File: src/rtl/lotr_pkg.sv
// Shared ring field widths, opcode encoding and packet payload for the LOTR ring fabric.
package lotr_pkg;

  localparam int unsigned REQUESTOR_W = 10;
  localparam int unsigned ADDR_W      = 32;
  localparam int unsigned DATA_W      = 32;
  localparam int unsigned ID_W        = 8;
  localparam int unsigned PERF_W      = 16;

  typedef enum logic [1:0] {
    RD     = 2'd0,
    WR     = 2'd1,
    RD_RSP = 2'd2,
    WR_RSP = 2'd3
  } t_opcode;

  typedef struct packed {
    logic [REQUESTOR_W-1:0] requestor;
    t_opcode                opcode;
    logic [ADDR_W-1:0]      address;
    logic [DATA_W-1:0]      data;
  } t_ring_pkt;

  localparam int unsigned PKT_W = $bits(t_ring_pkt);

  // Requests are routed by the tile ID in the top address byte.
  function automatic logic req_targets(input t_ring_pkt pkt, input logic [ID_W-1:0] id);
    return pkt.address[ADDR_W-1 -: ID_W] == id;
  endfunction

  // Responses return to the tile encoded in the upper requestor bits.
  function automatic logic rsp_targets(input t_ring_pkt pkt, input logic [ID_W-1:0] id);
    return pkt.requestor[REQUESTOR_W-1 -: ID_W] == id;
  endfunction

endpackage

File: src/rtl/ring_stop_fifo.sv
// Power-of-two injection FIFO: valid/ready push side, pop strobe on the head.
// A pop in the same cycle frees a slot, so a full FIFO still accepts a push.
module ring_stop_fifo #(
  parameter int unsigned DEPTH = 4,
  parameter int unsigned WIDTH = 8
) (
  input  logic             clk,
  input  logic             rst_n,
  input  logic             push_valid,
  output logic             push_ready_c,
  input  logic [WIDTH-1:0] push_data,
  input  logic             pop,
  output logic             head_valid_c,
  output logic [WIDTH-1:0] head_data_c
);

  localparam int unsigned PTR_W = (DEPTH > 1) ? $clog2(DEPTH) : 1;
  localparam int unsigned CNT_W = $clog2(DEPTH) + 1;

  logic [WIDTH-1:0] mem [DEPTH];
  logic [PTR_W-1:0] wr_ptr;
  logic [PTR_W-1:0] rd_ptr;
  logic [CNT_W-1:0] count;
  logic             full;
  logic             do_push;
  logic             do_pop;

  assign head_valid_c = (count != '0);
  assign head_data_c  = mem[rd_ptr];
  assign full         = (count == CNT_W'(DEPTH));
  assign do_pop       = pop && head_valid_c;
  assign push_ready_c = !full || do_pop;
  assign do_push      = push_valid && push_ready_c;

  // Storage needs no reset: entries are only read while count says they are live.
  always_ff @(posedge clk) begin
    if (do_push) begin
      mem[wr_ptr] <= push_data;
    end
  end

  always_ff @(posedge clk or negedge rst_n) begin
    if (!rst_n) begin
      wr_ptr <= '0;
      rd_ptr <= '0;
      count  <= '0;
    end else begin
      if (do_push) begin
        wr_ptr <= wr_ptr + PTR_W'(1);
      end
      if (do_pop) begin
        rd_ptr <= rd_ptr + PTR_W'(1);
      end
      count <= count + CNT_W'(do_push) - CNT_W'(do_pop);
    end
  end

endmodule

File: src/rtl/ring_stop.sv
// Ring stop: two-stage request/response ring slots with local ejection and FIFO-backed injection.
// Optional RING_STOP_PERF_EN adds saturating forward/inject/eject slot counters.
module ring_stop
  import lotr_pkg::*;
#(
  parameter int unsigned INJ_DEPTH = 4
) (
  input  logic                   QClk,
  input  logic                   RstQnnnL,
  input  logic [ID_W-1:0]        CoreID,

  input  logic                   RingReqInValidQ500H,
  input  logic [REQUESTOR_W-1:0] RingReqInRequestorQ500H,
  input  t_opcode                RingReqInOpcodeQ500H,
  input  logic [ADDR_W-1:0]      RingReqInAddressQ500H,
  input  logic [DATA_W-1:0]      RingReqInDataQ500H,

  input  logic                   RingRspInValidQ500H,
  input  logic [REQUESTOR_W-1:0] RingRspInRequestorQ500H,
  input  t_opcode                RingRspInOpcodeQ500H,
  input  logic [ADDR_W-1:0]      RingRspInAddressQ500H,
  input  logic [DATA_W-1:0]      RingRspInDataQ500H,

  output logic                   RingReqOutValidQ502H,
  output logic [REQUESTOR_W-1:0] RingReqOutRequestorQ502H,
  output t_opcode                RingReqOutOpcodeQ502H,
  output logic [ADDR_W-1:0]      RingReqOutAddressQ502H,
  output logic [DATA_W-1:0]      RingReqOutDataQ502H,

  output logic                   RingRspOutValidQ502H,
  output logic [REQUESTOR_W-1:0] RingRspOutRequestorQ502H,
  output t_opcode                RingRspOutOpcodeQ502H,
  output logic [ADDR_W-1:0]      RingRspOutAddressQ502H,
  output logic [DATA_W-1:0]      RingRspOutDataQ502H,

  input  logic                   CoreReqValid,
  input  logic [REQUESTOR_W-1:0] CoreReqRequestor,
  input  t_opcode                CoreReqOpcode,
  input  logic [ADDR_W-1:0]      CoreReqAddress,
  input  logic [DATA_W-1:0]      CoreReqData,
  output logic                   CoreReqReady,

  input  logic                   TgtRspValid,
  input  logic [REQUESTOR_W-1:0] TgtRspRequestor,
  input  t_opcode                TgtRspOpcode,
  input  logic [ADDR_W-1:0]      TgtRspAddress,
  input  logic [DATA_W-1:0]      TgtRspData,
  output logic                   TgtRspReady,

  output logic                   EjReqValidQ502H,
  output logic [REQUESTOR_W-1:0] EjReqRequestorQ502H,
  output t_opcode                EjReqOpcodeQ502H,
  output logic [ADDR_W-1:0]      EjReqAddressQ502H,
  output logic [DATA_W-1:0]      EjReqDataQ502H,

  output logic                   EjRspValidQ502H,
  output logic [REQUESTOR_W-1:0] EjRspRequestorQ502H,
  output t_opcode                EjRspOpcodeQ502H,
  output logic [ADDR_W-1:0]      EjRspAddressQ502H,
  output logic [DATA_W-1:0]      EjRspDataQ502H
`ifdef RING_STOP_PERF_EN
  ,
  output logic [PERF_W-1:0]      PerfFwdCnt,
  output logic [PERF_W-1:0]      PerfInjCnt,
  output logic [PERF_W-1:0]      PerfEjCnt
`endif
);

  t_ring_pkt req_in_pkt;
  t_ring_pkt rsp_in_pkt;
  t_ring_pkt core_pkt;
  t_ring_pkt tgt_pkt;

  assign req_in_pkt = '{requestor: RingReqInRequestorQ500H, opcode: RingReqInOpcodeQ500H,
                        address: RingReqInAddressQ500H, data: RingReqInDataQ500H};
  assign rsp_in_pkt = '{requestor: RingRspInRequestorQ500H, opcode: RingRspInOpcodeQ500H,
                        address: RingRspInAddressQ500H, data: RingRspInDataQ500H};
  assign core_pkt   = '{requestor: CoreReqRequestor, opcode: CoreReqOpcode,
                        address: CoreReqAddress, data: CoreReqData};
  assign tgt_pkt    = '{requestor: TgtRspRequestor, opcode: TgtRspOpcode,
                        address: TgtRspAddress, data: TgtRspData};

  // Injection ports stay closed during reset and for the first cycle after release.
  logic inj_en;

  always_ff @(posedge QClk or negedge RstQnnnL) begin
    if (!RstQnnnL) begin
      inj_en <= 1'b0;
    end else begin
      inj_en <= 1'b1;
    end
  end

  // Q501 slot registers
  logic      req_v1;
  logic      rsp_v1;
  t_ring_pkt req_p1;
  t_ring_pkt rsp_p1;

  always_ff @(posedge QClk or negedge RstQnnnL) begin
    if (!RstQnnnL) begin
      req_v1 <= 1'b0;
      rsp_v1 <= 1'b0;
      req_p1 <= '0;
      rsp_p1 <= '0;
    end else begin
      req_v1 <= RingReqInValidQ500H;
      rsp_v1 <= RingRspInValidQ500H;
      req_p1 <= req_in_pkt;
      rsp_p1 <= rsp_in_pkt;
    end
  end

  logic      req_fifo_ready_c;
  logic      rsp_fifo_ready_c;
  logic      req_head_valid_c;
  logic      rsp_head_valid_c;
  t_ring_pkt req_head_c;
  t_ring_pkt rsp_head_c;
  logic      req_ej_c;
  logic      rsp_ej_c;
  logic      req_fwd_c;
  logic      rsp_fwd_c;
  logic      req_inj_c;
  logic      rsp_inj_c;

  // Slot decision: eject if addressed here, else forward; a free or freed slot takes the FIFO head.
  always_comb begin
    req_ej_c  = 1'b0;
    rsp_ej_c  = 1'b0;
    req_fwd_c = 1'b0;
    rsp_fwd_c = 1'b0;
    if (req_v1) begin
      req_ej_c  = req_targets(req_p1, CoreID);
      req_fwd_c = !req_ej_c;
    end
    if (rsp_v1) begin
      rsp_ej_c  = rsp_targets(rsp_p1, CoreID);
      rsp_fwd_c = !rsp_ej_c;
    end
    req_inj_c = !req_fwd_c && req_head_valid_c;
    rsp_inj_c = !rsp_fwd_c && rsp_head_valid_c;
  end

  ring_stop_fifo #(
    .DEPTH (INJ_DEPTH),
    .WIDTH (PKT_W)
  ) u_req_fifo (
    .clk          (QClk),
    .rst_n        (RstQnnnL),
    .push_valid   (CoreReqValid && inj_en),
    .push_ready_c (req_fifo_ready_c),
    .push_data    (core_pkt),
    .pop          (req_inj_c),
    .head_valid_c (req_head_valid_c),
    .head_data_c  (req_head_c)
  );

  ring_stop_fifo #(
    .DEPTH (INJ_DEPTH),
    .WIDTH (PKT_W)
  ) u_rsp_fifo (
    .clk          (QClk),
    .rst_n        (RstQnnnL),
    .push_valid   (TgtRspValid && inj_en),
    .push_ready_c (rsp_fifo_ready_c),
    .push_data    (tgt_pkt),
    .pop          (rsp_inj_c),
    .head_valid_c (rsp_head_valid_c),
    .head_data_c  (rsp_head_c)
  );

  assign CoreReqReady = inj_en && req_fifo_ready_c;
  assign TgtRspReady  = inj_en && rsp_fifo_ready_c;

  // Q502 output registers; empty slots carry all-zero fields.
  logic      req_out_v;
  logic      rsp_out_v;
  logic      ej_req_v;
  logic      ej_rsp_v;
  t_ring_pkt req_out_p;
  t_ring_pkt rsp_out_p;
  t_ring_pkt ej_req_p;
  t_ring_pkt ej_rsp_p;

  always_ff @(posedge QClk or negedge RstQnnnL) begin
    if (!RstQnnnL) begin
      req_out_v <= 1'b0;
      rsp_out_v <= 1'b0;
      ej_req_v  <= 1'b0;
      ej_rsp_v  <= 1'b0;
      req_out_p <= '0;
      rsp_out_p <= '0;
      ej_req_p  <= '0;
      ej_rsp_p  <= '0;
    end else begin
      req_out_v <= req_fwd_c || req_inj_c;
      rsp_out_v <= rsp_fwd_c || rsp_inj_c;
      ej_req_v  <= req_ej_c;
      ej_rsp_v  <= rsp_ej_c;
      req_out_p <= req_fwd_c ? req_p1 : (req_inj_c ? req_head_c : '0);
      rsp_out_p <= rsp_fwd_c ? rsp_p1 : (rsp_inj_c ? rsp_head_c : '0);
      ej_req_p  <= req_ej_c ? req_p1 : '0;
      ej_rsp_p  <= rsp_ej_c ? rsp_p1 : '0;
    end
  end

  assign RingReqOutValidQ502H     = req_out_v;
  assign RingReqOutRequestorQ502H = req_out_p.requestor;
  assign RingReqOutOpcodeQ502H    = req_out_p.opcode;
  assign RingReqOutAddressQ502H   = req_out_p.address;
  assign RingReqOutDataQ502H      = req_out_p.data;

  assign RingRspOutValidQ502H     = rsp_out_v;
  assign RingRspOutRequestorQ502H = rsp_out_p.requestor;
  assign RingRspOutOpcodeQ502H    = rsp_out_p.opcode;
  assign RingRspOutAddressQ502H   = rsp_out_p.address;
  assign RingRspOutDataQ502H      = rsp_out_p.data;

  assign EjReqValidQ502H          = ej_req_v;
  assign EjReqRequestorQ502H      = ej_req_p.requestor;
  assign EjReqOpcodeQ502H         = ej_req_p.opcode;
  assign EjReqAddressQ502H        = ej_req_p.address;
  assign EjReqDataQ502H           = ej_req_p.data;

  assign EjRspValidQ502H          = ej_rsp_v;
  assign EjRspRequestorQ502H      = ej_rsp_p.requestor;
  assign EjRspOpcodeQ502H         = ej_rsp_p.opcode;
  assign EjRspAddressQ502H        = ej_rsp_p.address;
  assign EjRspDataQ502H           = ej_rsp_p.data;

`ifdef RING_STOP_PERF_EN
  logic [PERF_W-1:0] fwd_cnt;
  logic [PERF_W-1:0] inj_cnt;
  logic [PERF_W-1:0] ej_cnt;

  // Up to two events per cycle (one per ring); saturate instead of wrapping.
  function automatic logic [PERF_W-1:0] sat_add(input logic [PERF_W-1:0] cnt, input logic [1:0] inc);
    logic [PERF_W:0] sum;
    sum = {1'b0, cnt} + (PERF_W+1)'(inc);
    return sum[PERF_W] ? {PERF_W{1'b1}} : sum[PERF_W-1:0];
  endfunction

  always_ff @(posedge QClk or negedge RstQnnnL) begin
    if (!RstQnnnL) begin
      fwd_cnt <= '0;
      inj_cnt <= '0;
      ej_cnt  <= '0;
    end else begin
      fwd_cnt <= sat_add(fwd_cnt, 2'(req_fwd_c) + 2'(rsp_fwd_c));
      inj_cnt <= sat_add(inj_cnt, 2'(req_inj_c) + 2'(rsp_inj_c));
      ej_cnt  <= sat_add(ej_cnt,  2'(req_ej_c)  + 2'(rsp_ej_c));
    end
  end

  assign PerfFwdCnt = fwd_cnt;
  assign PerfInjCnt = inj_cnt;
  assign PerfEjCnt  = ej_cnt;
`endif

endmodule

File: config.mk
export PLATFORM = sky130hd
export DESIGN_NAME = ring_stop
export DESIGN_NICKNAME = d
export VERILOG_FILES = /design/src/rtl/lotr_pkg.sv /design/src/rtl/ring_stop_fifo.sv /design/src/rtl/ring_stop.sv
export SDC_FILE = /design/constraint.sdc
export NUM_CORES = 1
export LEC_CHECK = 0
export BUFFER_PORTS_ARGS = -buffer_cell sky130_fd_sc_hd__buf_4
export CAP_MARGIN = 10
export CORE_MARGIN = 5
export CORE_UTILIZATION = 60
export CTS_CLUSTER_DIAMETER = 30
export DETAILED_ROUTE_END_ITERATION = 12
export PLACE_DENSITY = 0.82
export SYNTH_ARGS = -nofsm -noshare
export SYNTH_HDL_FRONTEND = slang
export SYNTH_SLANG_ARGS = --single-unit
File: constraint.sdc
create_clock -name QClk -period 13.95 [get_ports QClk]
set_input_delay 2.0925 -clock QClk [delete_from_list [all_inputs] [get_ports QClk]]
set_output_delay 2.0925 -clock QClk [all_outputs]
set_load 0.02 [all_outputs]
== Word-level counts from Yosys, hierarchy flattened ==
Memory sizes are Yosys's and may differ from the RTL's.
Index checks and enable logic that the tools add are counted.
Operators by class
  $add $sub $neg: 8
  muxes and demuxes: 14
  reductions and logical operators: 22
  equality and inequality tests: 4
Operators with widths (number)
  76-bit 2-to-1 mux: 6
  8-bit == test: 2
  1-bit logical AND: 10
  2-bit by 1-bit adder with 2-bit output, second input constant: 4
  1-bit 2-to-1 mux: 8
  3-bit by 1-bit adder with 3-bit output: 2
  3-bit == test, second input constant: 2
  1-bit logical NOT: 6
  3-bit nonzero test: 2
  3-bit by 1-bit subtractor with 3-bit output: 2
  1-bit logical OR: 4
Word-level totals
  bits in registers: 477
  logic and storage cells: 87
  memories kept: 2
  bits of input ports: 318
  memory bits (writable): 608
Memory list
  u_req_fifo.mem: depth 4, bits a word 76, read ports 1, clocked after Yosys merged registers in 0, write ports 1, RTL line ring_stop_fifo.sv:20  | logic [WIDTH-1:0] mem [DEPTH];
  u_rsp_fifo.mem: depth 4, bits a word 76, read ports 1, clocked after Yosys merged registers in 0, write ports 1, RTL line ring_stop_fifo.sv:20

== Longest topological paths before layout ==
Gate-level depths: netlist of run 1.
  word-level depth: 10
  mapped depth: 12
  gate-level depth less buffers: 11

== Hierarchy ==
From an unflattened synthesis of run 1, not the netlist that was laid out.
Second synthesis, totals
  cells, all modules: 2060
  area total of the unflattened synthesis: 38583.3 um^2
Modules (own cells, without submodules)
  ring_stop_fifo: area each 11368.4 um^2, times used 2, seq. area each 9303.9 um^2, cells each 435
  ring_stop: area each 15846.4 um^2, times used 1, seq. area each 11586.1 um^2, cells each 1190

== Worst setup path after synthesis of run 1 ==
Ideal clock, no wire load.
  path type: in2reg
  start point: in CoreID[6]
  end point: mem u_req_fifo.mem[0][0] (netlist name) (enable)
  library setup time: 0.535 ns
  data required time: 13.415 ns
  path slack: 6.811 ns
  path buffers: 1
  stages: 5
  arrival: 6.604 ns
  path through: xnor2_1 nand4_2 o21a_1 buf_2 a21oi_1
Between the ends
  cells in the longest elaborated chain, start to end: 10
Ends and longest elaborated chain
  start, declared: RTL line ring_stop.sv:10  | input logic [ID_W-1:0] CoreID,
  8-bit == test: RTL line lotr_pkg.sv:28  | return pkt.address[ADDR_W-1 -: ID_W] == id;
  1-bit logical NOT: RTL line ring_stop.sv:135  | req_fwd_c = !req_ej_c;
  1-bit 2-to-1 mux: RTL line ring_stop.sv:133  | if (req_v1) begin
  1-bit logical NOT: RTL line ring_stop.sv:141  | req_inj_c = !req_fwd_c && req_head_valid_c;
  1-bit logical AND: RTL line ring_stop.sv:141
  1-bit logical AND: RTL line ring_stop_fifo.sv:31  | assign do_pop = pop && head_valid_c;
  1-bit logical OR: RTL line ring_stop_fifo.sv:32  | assign push_ready_c = !full || do_pop;
  1-bit logical AND: RTL line ring_stop_fifo.sv:33  | assign do_push = push_valid && push_ready_c;
  1-bit 2-to-1 mux: RTL line ring_stop_fifo.sv:37  | if (do_push) begin
  1-bit 2-to-1 mux (not written as such): RTL line ring_stop_fifo.sv:38  | mem[wr_ptr] <= push_data;
  end, declared: RTL line ring_stop_fifo.sv:20
Every way passes these cells.

== Final worst setup path of run 1 ==
  start point: in CoreID[0]
  end point: out CoreReqReady
Between the ends
  cells in the longest elaborated chain, start to end: 8
Ends and longest elaborated chain
  8-bit == test: RTL line lotr_pkg.sv:28
  1-bit logical NOT: RTL line ring_stop.sv:135
  1-bit 2-to-1 mux: RTL line ring_stop.sv:133
  1-bit logical NOT: RTL line ring_stop.sv:141
  1-bit logical AND: RTL line ring_stop.sv:141
  1-bit logical AND: RTL line ring_stop_fifo.sv:31
  1-bit logical OR: RTL line ring_stop_fifo.sv:32
  1-bit logical AND: RTL line ring_stop.sv:173  | assign CoreReqReady = inj_en && req_fifo_ready_c;
  end, declared: RTL line ring_stop.sv:41  | output logic CoreReqReady,
Every way passes these cells.

==> results of run 1 <==
==> registers in the layout, summed over array words and instances (netlist names), 32 cells and up <==
signal / flops
RingRspOutAddressQ502H: 32
RingRspOutDataQ502H: 32
RingReqOutAddressQ502H: 32
EjRspDataQ502H: 32
u_req_fifo.mem: 304
EjReqAddressQ502H: 32
EjReqDataQ502H: 32
req_p1: 76
RingReqOutDataQ502H: 32
EjRspAddressQ502H: 32
u_rsp_fifo.mem: 304
rsp_p1: 76
==> critical path, stage by stage <==
cell and delay (ps):
buf_4 130, xnor2_1 210, nand4_2 330, o21a_1 480, a21boi_0 290, buf_4 220
buf_4 160
==> cell families (layout without fill, tap and decap cells) <==
kind of cell    after synthesis  after routing  synth area share
simple gates                350            350            0.0572
mux                         306            306             0.135
fa+ha+maj                    14             14           0.00489
compound gates               34             34           0.00670
buf+inv                     105            976            0.0141
xor+xnor                     20             20           0.00451
other cells                   1             26         0.0000965
flops                      1085           1085             0.777
==> stage by stage <==
step	hold slack, ps	utilization
after detailed placement	464	0.691
after global placement	456	0.691
after CTS	478	0.781
final	477	0.782
after floorplan	446	-
after global routing	494	0.781
==> cells in the mapped netlist, drive strengths merged <==
master   count  area [µm²]
a21boi       2        15.0
buf         41         299
o21ai        4        42.5
or3          2        12.5
conb         1        3.75
nor3b        2        25.0
nand3       12        60.1
o2111a       2        22.5
mux4       152        3420
nor3         6        62.6
o31a         2        17.5
nand2       10        37.5
o211ai       6        45.0
nand4        4        67.6
clkbuf      48         189
ha          12         150
o221ai       2        17.5
or4          2        15.0
o2111ai      2        17.5
mux2i        2        20.0
edfxtp     608       18300
nand2b       2        12.5
inv         16        60.1
fa           2        40.0
mux2       152        1820
and2       152         951
a21oi       10        50.1
o311ai       2        17.5
or2          2        12.5
o21a         2        15.0
nor2b      152         951
xnor2       20         175
dfrtp      477       11900
nor2         4        15.0
==> worst paths after layout <==
path	from	end	slack, ps	cells after the start
hold / removal	req_p1[5]	EjReqDataQ502H[5]	480	1
setup / recovery	CoreID[0]	CoreReqReady	7920	7
min in group asynchronous	RstQnnnL	rsp_p1[70]	1370	1
setup reg to reg	rsp_p1[75]	u_rsp_fifo.mem[0][32]	10360	5
max in group asynchronous	RstQnnnL	RingReqOutDataQ502H[22]	10080	3
hold reg to reg	req_p1[5]	EjReqDataQ502H[5]	480	1
==> power groups by stage <==
stage / clock [W] / combinational (W) / sequential [W]
floorplan: 0 / 0.00120 / 0.00424
global placement: 0 / 0.00209 / 0.00410
detailed placement: 0 / 0.00213 / 0.00412
CTS: 0.00422 / 0.00218 / 0.00408
global route: 0.00440 / 0.00229 / 0.00412
finish: 0.00418 / 0.00216 / 0.00408
==> per-layer routing <==
layer | global-route usage | share of wire
met5 | 0 | 0.00050
met1 | 0.339 | 0.36
met3 | 0.0816 | 0.073
met2 | 0.456 | 0.53
met4 | 0.125 | 0.039
==> area by class of cell <==
type,count,area (µm²),share of cell area
antenna,25,62.6,0.00124
clock buffer,197,4520,0.0899
clock inverter,113,1250,0.0250
inverter,16,60.1,0.00119
multi-input combinational,725,8210,0.163
sequential,1085,30200,0.601
tap,855,1070,0.0213
timing repair buffer,650,4900,0.0974
==> metrics.yaml, run 1 <==
status:
  status: "complete, no violations"
pwr:
  p_leak_nw: 20.5
  swShare: 0.282
  fin_total_pwr_w: 0.0104
  seqPwrFrac: 0.391
  p_int_w: 0.00747
  power_frac_clock: 0.401
  peakVddDrop_uv: 183
  p_per_area_mw_per_mm2: 207
  power_switching_w: 0.00294
  comb_power_share: 0.207
timing:
  fin_ws_ps: 7920
  slew_viol_final: 0
  fmax_ghz: 0.166
  skew_ps: 36.2
  fin_setup_tns_ps: 0
  relSlewSlack: 0.225
  rsz0062_at_grt: "no"
  finalSetupViolCount: 0
  hold_viol_final: 0
  post-route-min-period_ps: 6030
  worst_pin_slew_ps: 1160
  post-route-period-util: 0.432
min_path:
  hp-class: "reg -> reg"
die:
  num_io_pins: 628
  fp.dieH_um: 264
  coreArea_mm2: 0.0643
  die_w_um: 264
  die_area_mm2: 0.0699
  rows: 93
  initial_core_util: 0.604
cts:
  cts_made_buffers: 164
  cts_resized: 0
  cts_tree: "done"
  cts_setup_buffers: 0
  clkTransAtPathRegs_ps: 60
  clkSinkCount: 1085
  cts_root_buf: "clkbuf_16"
  clockBufferDepth: 3
  ctsHoldBuffers: 0
  clk_latency_ps: 740
  htree_num_levels: 4
grt:
  grt-ovfl-total: 0
  grt.total_usage: 0.275
  grt_max_degree: 162
  grt_pass1_vias: 22600
  antenna_found_initial: 33
  grt_pass1_wl_um: 144000
finish:
  fillers: 3182
  final_cell_area_mm2: 0.0503
  final_common_cell: "buf_4"
  nets: 2974
  layout_common_cells: "buf_4, edfxtp_1, dfrtp_1"
  area.growth.synth_to_final_pct: 29.4
  layout-drive-gt1-share: 0.445
  final_cells: 3666
routing:
  vias_per_cell: 5.62
  ant_nets: 0
  drt-pass1-iter-count: 5
  wl_per_cell_um: 26.4
  drtIter0Drc: 1750
  vias: 20600
  wl_um: 97000
  drc: 0
job:
  max_cap_viol_count: 0
yosys:
  netlist_area_mm2: 0.0389
  synth_area_per_cell_um2: 20.3
  ys_ff_latch: 1085
  synth_fp_nets: 2247
  syn_inst: 1915
  ys_types: 44
  yosysWarnings: 0
  yosysSeqAreaShare: 0.777
place:
  place_inst: 3331
  dpl_cell_area_mm2: 0.0445
  place_ws_ps: 7920
  gp_congestion: 0.891
  dp_hpwl_um: 57500
  port_buffers: 627
worst_setup_path:
  worst-setup-path-type: "in -> out"
  end_kind: "primary output"
  crit_required_ps: 11860
  critPathLaunchType: "input port"
  worstPathMaxFanout: 9
  cp.arrival_ps: 3940
Note: power is estimated with default switching activity, not from simulation.
==> run 2: changes to the inputs <==
--- a/config.mk
+++ b/config.mk
@@ -8,10 +8,10 @@
 export BUFFER_PORTS_ARGS = -buffer_cell sky130_fd_sc_hd__buf_4
 export CAP_MARGIN = 10
 export CORE_MARGIN = 5
-export CORE_UTILIZATION = 60
+export CORE_UTILIZATION = 51
 export CTS_CLUSTER_DIAMETER = 30
 export DETAILED_ROUTE_END_ITERATION = 12
-export PLACE_DENSITY = 0.82
+export PLACE_DENSITY = 0.74
 export SYNTH_ARGS = -nofsm -noshare
 export SYNTH_HDL_FRONTEND = slang
 export SYNTH_SLANG_ARGS = --single-unit
==> constraint.sdc (replaced) <==
create_clock -name QClk -period 5.51 [get_ports QClk]
set_input_delay 0.8265 -clock QClk [delete_from_list [all_inputs] [get_ports QClk]]
set_output_delay 0.8265 -clock QClk [all_outputs]
set_load 0.02 [all_outputs]
==> run 2 against run 1 <==
First-iteration DRC count shrank 29%. Sequential share of layout area shrank 0.94 points. Cell area grew 1.6%. Clock power grew to 2.7 times the previous value. Routed wire length shrank 5.0%. Sequential cell count is the same. Non-clock buffer count grew 8. Combinational power grew 140%. Die area grew 17%. Register-to-register slack lost 8100 ps. Critical path type is now reg -> out. Highest routed layer unchanged.
==> metrics.yaml, run 2 (synthesis gave the netlist of run 1 again) <==
worst_setup_path:
  worstPathMaxFanout: 9  # unchanged
  end_kind: "primary output"  # unchanged
  worstReg2RegEnd: "u_req_fifo.mem[3][62]"  # was u_rsp_fifo.mem[0][32]
  startpoint: "rsp_p1[70]"  # was CoreID[0]
  critPathLaunchType: "register"  # was input port
  cp.arrival_ps: 3010  # was 3940 ps
  worst-setup-path-type: "reg -> out"  # was in -> out
  cp-endpoint: "TgtRspReady"  # was CoreReqReady
  crit_required_ps: 4680  # was 11860 ps
  r2r_setup_slack_ps: 2290  # was 10360 ps
  rr_startpoint: "req_p1[63]"  # was rsp_p1[75]
  rr_worst_depth: 5  # unchanged
grt:
  gr-usage-met2: 0.372  # was 0.456
  grt.busiest_layer: "met2"  # unchanged
  grt_max_degree: 140  # was 162
  antenna_found_initial: 29  # was 33
  grt_pass1_vias: 22300  # was 22.6k
  grt.total_usage: 0.224  # was 0.275
  grt.met1_usage: 0.272  # was 0.339
  grt_pass1_wl_um: 138000  # was 144000 µm
  grt-ovfl-total: 0  # unchanged
  met3_usage: 0.0727  # was 0.0816
timing:
  relSlewSlack: 0.207  # was 0.225
  skew_ps: 34.6  # was 36.2 ps
  post-route-min-period_ps: 3840
  finalSetupViolCount: 0  # unchanged
  worst_pin_slew_ps: 1190  # was 1160 ps
  rsz0062_at_grt: "no"  # unchanged
  fin_setup_tns_ps: 0  # unchanged
  post-route-period-util: 0.697
  fmax_ghz: 0.260
  whs_ps: 147  # was 477 ps
  hold_viol_final: 0  # unchanged
  slew_viol_final: 0  # unchanged
cts:
  cts_tree: "done"  # unchanged
  ctsHoldBuffers: 0  # unchanged
  clkSinkCount: 1085  # unchanged
  cts_made_buffers: 178  # was 164
  clkTransAtPathRegs_ps: 50  # was 60 ps
  clockBufferDepth: 3  # unchanged
  cts_resized: 0  # unchanged
  htree_num_levels: 4  # unchanged
  clk_latency_ps: 730  # was 740 ps
  cts_root_buf: "clkbuf_16"  # unchanged
  cts_setup_buffers: 0  # unchanged
pwr:
  peakVddDrop_uv: 373  # was 183 µV
  p_per_area_mw_per_mm2: 528  # was 207 mW/mm²
  p_leak_nw: 20.8  # was 20.5 nW
routing:
  ant_nets: 0  # unchanged
  wl_per_cell_um: 24.1  # was 26.4 µm
  vias_per_cell: 5.29  # was 5.62
  drc: 0  # unchanged
  wl_um: 92100  # was 97000 µm
  drtIter0Drc: 1239  # was 1750
  drt-pass1-iter-count: 5  # unchanged
  vias: 20200  # was 20.6k
min_path:
  hp-class: "in -> async"  # was reg -> reg
die:
  coreArea_mm2: 0.0757  # was 0.0643 mm²
  initial_core_util: 0.513  # was 0.604
  fp.dieH_um: 286  # was 264 µm
  die_area_mm2: 0.0818  # was 0.0699 mm²
  rows: 101  # was 93
  die_w_um: 286  # was 264 µm
  num_io_pins: 628  # unchanged
finish:
  reg_top3: "u_req_fifo.mem x304, u_rsp_fifo.mem x304"  # unchanged
  fillers: 4725  # was 3182
  nets: 2996  # was 2974
  layout-drive-gt1-share: 0.451  # was 0.445
  area.growth.synth_to_final_pct: 31.5  # was 29.4%
  final_cells: 3818  # was 3666
  layout_common_cells: "buf_4, edfxtp_1, dfrtp_1"  # unchanged
  final_common_cell: "buf_4"  # unchanged
place:
  place_inst: 3462  # was 3331
  gp_congestion: 0.861  # was 0.891
  dp_hpwl_um: 58300  # was 57500 µm
  port_buffers: 627  # unchanged
status:
  status: "complete, no violations"  # unchanged
job:
  max_cap_viol_count: 0  # unchanged
==> run 2: changes by cell type in the layout (fill, tap and decap cells not counted), sizes merged <==
cell and change:
inv +2, clkinv +10, clkbuf +13, clkinvlp -4, diode -6, bufinv +6
buf +8
==> run 2: cell type report <==
class                           instances  area [µm²]  share of cell area
Inverter                               16        60.1             0.00118
Antenna cell                           19        47.5            0.000931
Timing Repair Buffer                  658        5050              0.0988
Sequential cell                      1085       30200               0.591
Tap cell                              978        1220              0.0240
Multi-Input combinational cell        725        8210               0.161
Clock inverter                        127        1520              0.0297
Clock buffer                          210        4770              0.0934
==> run 2: worst min path at each step <==
stage / slack, ps / end / cells after the start / startpoint
3_5_place_dp: 460 / EjReqAddressQ502H[18] / 1 / req_p1[50]
3_3_place_gp: 460 / EjRspAddressQ502H[0] / 1 / rsp_p1[32]
5_1_grt: 150 / rsp_p1[43] / 1 / RingRspInAddressQ500H[11]
6_report: 150 / EjRspAddressQ502H[10] / 1 / RstQnnnL
4_1_cts: 140 / rsp_p1[52] / 1 / RingRspInAddressQ500H[20]
2_1_floorplan: 450 / EjReqAddressQ502H[18] / 1 / req_p1[50]
==> run 2: per-stage QoR <==
stage               setup slack, ps  cell area, µm²   util  total power, W
floorplan                      -363           38900      -          0.0138
global placement               1900           44800  0.591          0.0157
detailed placement             1800           44800  0.591          0.0159
CTS                            1600           51000  0.674          0.0273
global route                   1530           51100  0.675          0.0281
finish                         1670           51100  0.675          0.0270
==> run 2: metal layers <==
metal,vias to the layer above,routed length [µm]
li1,8724,-
met1,10500,34200
met2,750,47800
met3,210,6690
met4,18,3260
met5,-,128
==> run 2: critical path: stages (launching register included) <==
cell	delay, ps
dfrtp_1	450
xnor2_1	250
nand4_2	340
o21a_1	490
a21boi_0	520
buf_4	240
==> run 2: power by group <==
group | leakage (nW) | internal (W) | switching [W]
registers | 11.5 | 0.00969 | 0.000734
logic | 6.29 | 0.00266 | 0.00263
clock network | 3.06 | 0.00722 | 0.00406
